--- src/rtl/tq_pass_sched_if.sv ---
// tq_pass_sched handshake bundle: start/size/stall in, beat strobes out.
// slave = sequencer side, master = driver side.
interface tq_pass_sched_if;
  logic       i_start;
  logic [1:0] i_transize;
  logic       i_stall;
  logic       o_busy;
  logic       o_row_valid;
  logic [4:0] o_row_idx;
  logic       o_wen;
  logic       o_col_valid;
  logic [4:0] o_col_idx;
  logic       o_done;

  modport slave (
    input  i_start, i_transize, i_stall,
    output o_busy, o_row_valid, o_row_idx,
    output o_wen, o_col_valid, o_col_idx,
    output o_done
  );

  modport master (
    output i_start, i_transize, i_stall,
    input  o_busy, o_row_valid, o_row_idx,
    input  o_wen, o_col_valid, o_col_idx,
    input  o_done
  );
endinterface

--- src/rtl/tq_pass_sched.sv ---
// Two-pass TU sequencer: row beats, transpose write delay line, col beats.
// Ports: clk, rst (sync, active-high), bus (tq_pass_sched_if.slave).
module tq_pass_sched #(
  parameter int ROW_LAT = 2
) (
  input  logic            clk,
  input  logic            rst,
  tq_pass_sched_if.slave  bus
);

  typedef enum logic [2:0] {
    IDLE, ROW, FLUSH, COL, DONE
  } state_e;

  // Delay-line taps whose beat would still reach o_wen after this cycle.
  localparam logic [ROW_LAT-1:0] PEND_MASK =
    ROW_LAT'((64'd1 << (ROW_LAT - 1)) - 64'd1);

  state_e             state_q, state_d;
  logic [1:0]         size_q, size_d;
  logic [5:0]         cnt_q, cnt_d;
  logic [5:0]         n_beats;
  logic               rv_q, rv_d;
  logic               cv_q, cv_d;
  logic               done_q, done_d;
  logic               busy_q, busy_d;
  logic [4:0]         ridx_q, ridx_d;
  logic [4:0]         cidx_q, cidx_d;
  logic [ROW_LAT-1:0] sr_q, sr_d;
  logic               pending;

  always_comb begin
    unique case (size_q)
      2'b00: n_beats = 6'd1;
      2'b01: n_beats = 6'd2;
      2'b10: n_beats = 6'd8;
      2'b11: n_beats = 6'd32;
    endcase
  end

  // Shifts every cycle; o_wen is the oldest tap.
  assign sr_d    = (sr_q << 1) | ROW_LAT'(rv_q);
  assign pending = rv_q | (|(sr_q & PEND_MASK));

  // cnt_q counts beats already issued in the current pass.
  always_comb begin
    state_d = state_q;
    size_d  = size_q;
    cnt_d   = cnt_q;
    rv_d    = 1'b0;
    cv_d    = 1'b0;
    done_d  = 1'b0;
    ridx_d  = ridx_q;
    cidx_d  = cidx_q;
    unique case (state_q)
      IDLE: begin
        if (bus.i_start) begin
          size_d  = bus.i_transize;
          state_d = ROW;
          rv_d    = 1'b1;
          ridx_d  = 5'd0;
          cnt_d   = 6'd1;
        end
      end
      ROW: begin
        if (cnt_q == n_beats) begin
          state_d = FLUSH;
          cnt_d   = 6'd0;
        end else if (!bus.i_stall) begin
          rv_d   = 1'b1;
          ridx_d = cnt_q[4:0];
          cnt_d  = cnt_q + 6'd1;
        end
      end
      FLUSH: begin
        if (!pending) begin
          state_d = COL;
          cv_d    = 1'b1;
          cidx_d  = 5'd0;
          cnt_d   = 6'd1;
        end
      end
      COL: begin
        if (cnt_q == n_beats) begin
          state_d = DONE;
          done_d  = 1'b1;
          cnt_d   = 6'd0;
        end else if (!bus.i_stall) begin
          cv_d   = 1'b1;
          cidx_d = cnt_q[4:0];
          cnt_d  = cnt_q + 6'd1;
        end
      end
      DONE: state_d = IDLE;
      default: state_d = IDLE;
    endcase
    busy_d = (state_d != IDLE);
  end

  always_ff @(posedge clk) begin
    if (rst) begin
      state_q <= IDLE;
      size_q  <= 2'b00;
      cnt_q   <= 6'd0;
      rv_q    <= 1'b0;
      cv_q    <= 1'b0;
      done_q  <= 1'b0;
      busy_q  <= 1'b0;
      ridx_q  <= 5'd0;
      cidx_q  <= 5'd0;
      sr_q    <= '0;
    end else begin
      state_q <= state_d;
      size_q  <= size_d;
      cnt_q   <= cnt_d;
      rv_q    <= rv_d;
      cv_q    <= cv_d;
      done_q  <= done_d;
      busy_q  <= busy_d;
      ridx_q  <= ridx_d;
      cidx_q  <= cidx_d;
      sr_q    <= sr_d;
    end
  end

  assign bus.o_busy      = busy_q;
  assign bus.o_row_valid = rv_q;
  assign bus.o_row_idx   = ridx_q;
  assign bus.o_wen       = sr_q[ROW_LAT-1];
  assign bus.o_col_valid = cv_q;
  assign bus.o_col_idx   = cidx_q;
  assign bus.o_done      = done_q;

endmodule

--- src/flat_wrapper.sv ---
// flat-port wrapper written by rule: the top's interface ports become plain ports
module tq_pass_sched_flat 
#(
  parameter int ROW_LAT = 2
)
  (clk, rst, bus_i_start, bus_i_transize, bus_i_stall, bus_o_busy, bus_o_row_valid, bus_o_row_idx, bus_o_wen, bus_o_col_valid, bus_o_col_idx, bus_o_done);
  tq_pass_sched_if bus_i ();
  input  logic clk;
  input  logic rst;
  input wire logic [$bits(bus_i.i_start)-1:0] bus_i_start;
  input wire logic [$bits(bus_i.i_transize)-1:0] bus_i_transize;
  input wire logic [$bits(bus_i.i_stall)-1:0] bus_i_stall;
  output wire logic [$bits(bus_i.o_busy)-1:0] bus_o_busy;
  output wire logic [$bits(bus_i.o_row_valid)-1:0] bus_o_row_valid;
  output wire logic [$bits(bus_i.o_row_idx)-1:0] bus_o_row_idx;
  output wire logic [$bits(bus_i.o_wen)-1:0] bus_o_wen;
  output wire logic [$bits(bus_i.o_col_valid)-1:0] bus_o_col_valid;
  output wire logic [$bits(bus_i.o_col_idx)-1:0] bus_o_col_idx;
  output wire logic [$bits(bus_i.o_done)-1:0] bus_o_done;
  assign bus_i.i_start = bus_i_start;
  assign bus_i.i_transize = bus_i_transize;
  assign bus_i.i_stall = bus_i_stall;
  assign bus_o_busy = bus_i.o_busy;
  assign bus_o_row_valid = bus_i.o_row_valid;
  assign bus_o_row_idx = bus_i.o_row_idx;
  assign bus_o_wen = bus_i.o_wen;
  assign bus_o_col_valid = bus_i.o_col_valid;
  assign bus_o_col_idx = bus_i.o_col_idx;
  assign bus_o_done = bus_i.o_done;
  tq_pass_sched #(.ROW_LAT(ROW_LAT)) u_core (.clk(clk), .rst(rst), .bus(bus_i));
endmodule
--- config.mk ---
export PLATFORM = sky130hd
export DESIGN_NAME = tq_pass_sched_flat
export DESIGN_NICKNAME = d
export VERILOG_FILES = /design/src/rtl/tq_pass_sched_if.sv /design/src/rtl/tq_pass_sched.sv /design/src/flat_wrapper.sv
export SDC_FILE = /design/constraint.sdc
export NUM_CORES = 1
export LEC_CHECK = 0
export CORE_UTILIZATION = 40
export DETAILED_ROUTE_END_ITERATION = 8
export DONT_BUFFER_PORTS = 1
export SLEW_MARGIN = 15
export SYNTH_ARGS = -nofsm -noshare
export SYNTH_HDL_FRONTEND = slang
export SYNTH_SLANG_ARGS = --single-unit
export TNS_END_PERCENT = 10
--- constraint.sdc ---
create_clock -name clk -period 3.66 [get_ports clk]
set_input_delay 0.732 -clock clk [delete_from_list [all_inputs] [get_ports clk]]
set_output_delay 0.732 -clock clk [all_outputs]
set_load 0.01 [all_outputs]
==> impl_table.tex <==
\begin{tabular}{lr}
\hline
Metric & Value \\
\hline
\multicolumn{2}{l}{\textbf{Clock tree}} \\
Buffer cell driving the clock tree root & clkbuf\_4 \\
TritonCTS clock tree & yes \\
CTS H-tree lvls & 1 \\
Clock-pin slew on the worst setup and hold paths & 0.14 ns \\
Worst-case clock buffer depth & 2 \\
Number of clock sinks & 27 \\
\# resized after CTS & 0 \\
CTS Buf Count & 3 \\
Number of post-CTS setup repair buffers & 0 \\
Hold bufs inserted after CTS & 0 \\
Clock latency on the worst-skew pair & 0.33 ns \\
\multicolumn{2}{l}{\textbf{Timing}} \\
Unrepaired setup endpoints after global routing & false \\
Maximum achievable frequency & 503.4 MHz \\
Final critical delay including setup and external delays & 1.987 ns \\
Final Max Slew Viols & 0 \\
Clock Skew & 0.001672 ns \\
Post-route fraction of the period consumed by the critical path & 54.28\% \\
Endpoints failing hold & 0 \\
Final setup violation count & 0 \\
Slew Limit Headroom & 51.33\% \\
Setup Total Neg Slack & 0 ns \\
Actual slew at the worst max-slew pin & 0.7274 ns \\
\multicolumn{2}{l}{\textbf{Place}} \\
Post-detail-place hpwl & 1979 um \\
Routability-driven placement congestion ratio & 0.8467 \\
Count of input and output buffers & 0 \\
\multicolumn{2}{l}{\textbf{Global routing}} \\
Vias in the first global route & 1025 \\
Overflow left after global routing & 0 \\
Largest net degree at the start of global routing & 19 \\
Global-route wire length before repair & 4878 um \\
Antenna violations before repair & 0 \\
Total routing usage reported by global routing & 18.76\% \\
\multicolumn{2}{l}{\textbf{Setup path}} \\
Critical-path cell with the highest stage delay & dfxtp\_1 \\
Type of origin of the critical path & flop \\
Crit end category & flop \\
Ordered cell list for the critical path & or3b\_1, o311ai\_2, nand4\_4, a211oi\_2, o22ai\_1 \\
Critical path peak fanout & 14 \\
Req. time, crit path & 3.89 ns \\
Arrival time worst endpoint & 2.22 ns \\
Maximum single-stage delay on the critical path & 0.49 ns \\
Crit Path Category & reg -> reg \\
\multicolumn{2}{l}{\textbf{Route}} \\
Number of violations reported at the end of detailed-routing iteration 0 & 63 \\
Per-cell via count in the routed design & 5.548 \\
Final antenna-violating net count & 0 \\
Vias post-DR & 1043 \\
Number of iterations in the first detailed-routing pass & 4 \\
DRT Wirelength & 2778 um \\
Drt drc & 0 \\
WL per Instance & 14.78 um \\
\multicolumn{2}{l}{\textbf{Flow run}} \\
Max-capacitance violation count & 0 \\
\multicolumn{2}{l}{\textbf{Die}} \\
Overall die area & 3482 um\^{}2 \\
Width of the die & 59.01 um \\
Core area & 3078 um\^{}2 \\
Die height & 59.01 um \\
Std cell rows & 20 \\
IO Count & 21 \\
Initial cell density of the core & 42.24\% \\
\multicolumn{2}{l}{\textbf{Synth}} \\
Netlist cell types & 40 \\
Count of warnings emitted by yosys & 0 \\
Synthesized area & 1300 um\^{}2 \\
Synth top area share & 41.58\% \\
Synthesized Nets & 157 \\
Library cell occupying the most area in the post-synthesis netlist & dfxtp\_1 \\
Post-Synthesis Cells & 150 \\
Fraction of the yosys area taken by sequential cells & 41.58\% \\
\#FFs+latches synth & 27 \\
Dominant cells by area after synthesis & dfxtp\_1, nor2\_1, nand2\_1, mux2i\_1, nand3\_1 \\
Post-synthesis average cell area & 8.667 um\^{}2 \\
\multicolumn{2}{l}{\textbf{Run status}} \\
Run status & completed \\
\multicolumn{2}{l}{\textbf{Final layout}} \\
Count of inserted antenna diode cells & 0 \\
Synth-to-layout area growth & 1.059\% \\
Most frequent standard cell in the layout excluding fill and tap cells & dfxtp\_1 \\
Fraction of layout cells with a size suffix above 1 & 6.250\% \\
Most frequent cells in the layout & dfxtp\_1, nor2\_1, nand2\_1, nand3\_1, o21ai\_0 \\
Number of fillers in the final layout & 324 \\
Post-layout net count & 152 \\
Core utilization of the finished layout & 42.68\% \\
\multicolumn{2}{l}{\textbf{Pwr}} \\
Power density over the cells & 427.3 nW/um\^{}2 \\
Leakage Power & 0.4196 nW \\
Worst IR Drop VDD & 0.1342 mV \\
Final Power & 0.5614 mW \\
\multicolumn{2}{l}{\textbf{Hold path}} \\
Type of the worst min-delay path & in -> reg \\
\hline
\end{tabular}
==> final cells by class <==
class	count	area, um^2	area share, %
Clock buffer	4	26.28	2.000
Inverter	3	11.26	0.8571
Multi-Input combinational cell	110	680.7	51.81
Sequential cell	27	540.5	41.14
Tap cell	44	55.05	4.190
==> registers in the layout, summed over array words and instances (netlist names) <==
name	cells
u_core.cnt_q	6
u_core.bus.o_col_idx	5
u_core.bus.o_row_idx	5
u_core.state_q	3
u_core.size_q	2
u_core.sr_q	2
u_core.bus.o_busy	1
u_core.bus.o_col_valid	1
u_core.bus.o_done	1
u_core.bus.o_row_valid	1
==> worst max-delay path, delay by kind of cell, from the launching register on <==
| kind | cells | cell delay (ns) |
|---|---|---|
| flops | 1 | 0.49 |
| compound gates | 3 | 0.71 |
| simple gates | 2 | 0.67 |
==> metal layers <==
metal | vias to the layer above | share of wire (%) | global-route usage, %
met5 | - | 0 | 0
met4 | 0 | 1.9 | 9.184
met3 | 5 | 4.0 | 3.493
met2 | 27 | 47 | 28.90
met1 | 486 | 47 | 25.24
li1 | 525 | - | -
==> stage by stage <==
step	std cells	cell area, um^2	hold WS (ns)	setup WS [ns]
2_1_floorplan	150	1300	0.4391	1.962
3_3_place_gp	184	1287	0.4548	1.693
4_1_cts	188	1314	0.4388	1.649
5_1_grt	188	1314	0.4207	1.424
3_5_place_dp	184	1287	0.4584	1.600
6_report	188	1314	0.4394	1.673
==> Yosys cell counts (all sizes together) <==
| master | count |
|---|---|
| clkbuf | 4 |
| o311ai | 1 |
| inv | 3 |
| and2b | 2 |
| a21boi | 1 |
| o31a | 2 |
| nand4b | 1 |
| nor3b | 1 |
| dfxtp | 27 |
| mux2i | 6 |
| a41oi | 1 |
| nand4 | 2 |
| and3 | 3 |
| o311a | 1 |
| a311oi | 1 |
| o21ba | 1 |
| a211oi | 1 |
| nor3 | 2 |
| o21ai | 10 |
| o31ai | 2 |
| or3 | 2 |
| nand4bb | 2 |
| nor2b | 4 |
| o2bb2ai | 1 |
| buf | 6 |
| nand2b | 3 |
| o22ai | 3 |
| nand3 | 10 |
| or3b | 1 |
| a2111oi | 1 |
| nand2 | 18 |
| a21oi | 2 |
| ha | 1 |
| nor2 | 20 |
| nand3b | 4 |
==> kinds of logic (layout without fill, tap and decap cells) <==
| family | Yosys count | count (layout) | share of synthesized area (%) |
|---|---|---|---|
| flip-flops | 27 | 27 | 41.58 |
| buffers and inverters | 13 | 7 | 6.063 |
| adder cells (fa/ha/maj) | 1 | 1 | 0.9623 |
| multiplexers | 6 | 6 | 4.620 |
| AO/OA/AOI/OAI | 28 | 28 | 16.07 |
| AND/OR/NAND/NOR | 75 | 75 | 30.70 |
==> path summary, 6_finish.rpt <==
kind | from | end | slack (ns) | depth (start not counted)
worst min register to register | u_core.sr_q[0] | u_core.sr_q[1] | 0.48 | 1
worst min-delay path | rst | u_core.sr_q[0] | 0.44 | 1
worst max register to register | u_core.cnt_q[3] | u_core.cnt_q[5] | 1.67 | 5
worst max-delay path | u_core.cnt_q[3] | u_core.cnt_q[5] | 1.67 | 5
==> power breakdown <==
group	internal (mW)	leakage (nW)	switching [mW]
Combinational	0.0364	0.185	0.0604
Clock	0.0429	0.0150	0.0912
Sequential	0.307	0.219	0.0239
Total	0.386	0.420	0.176
Power figures use the tool's default switching activity.
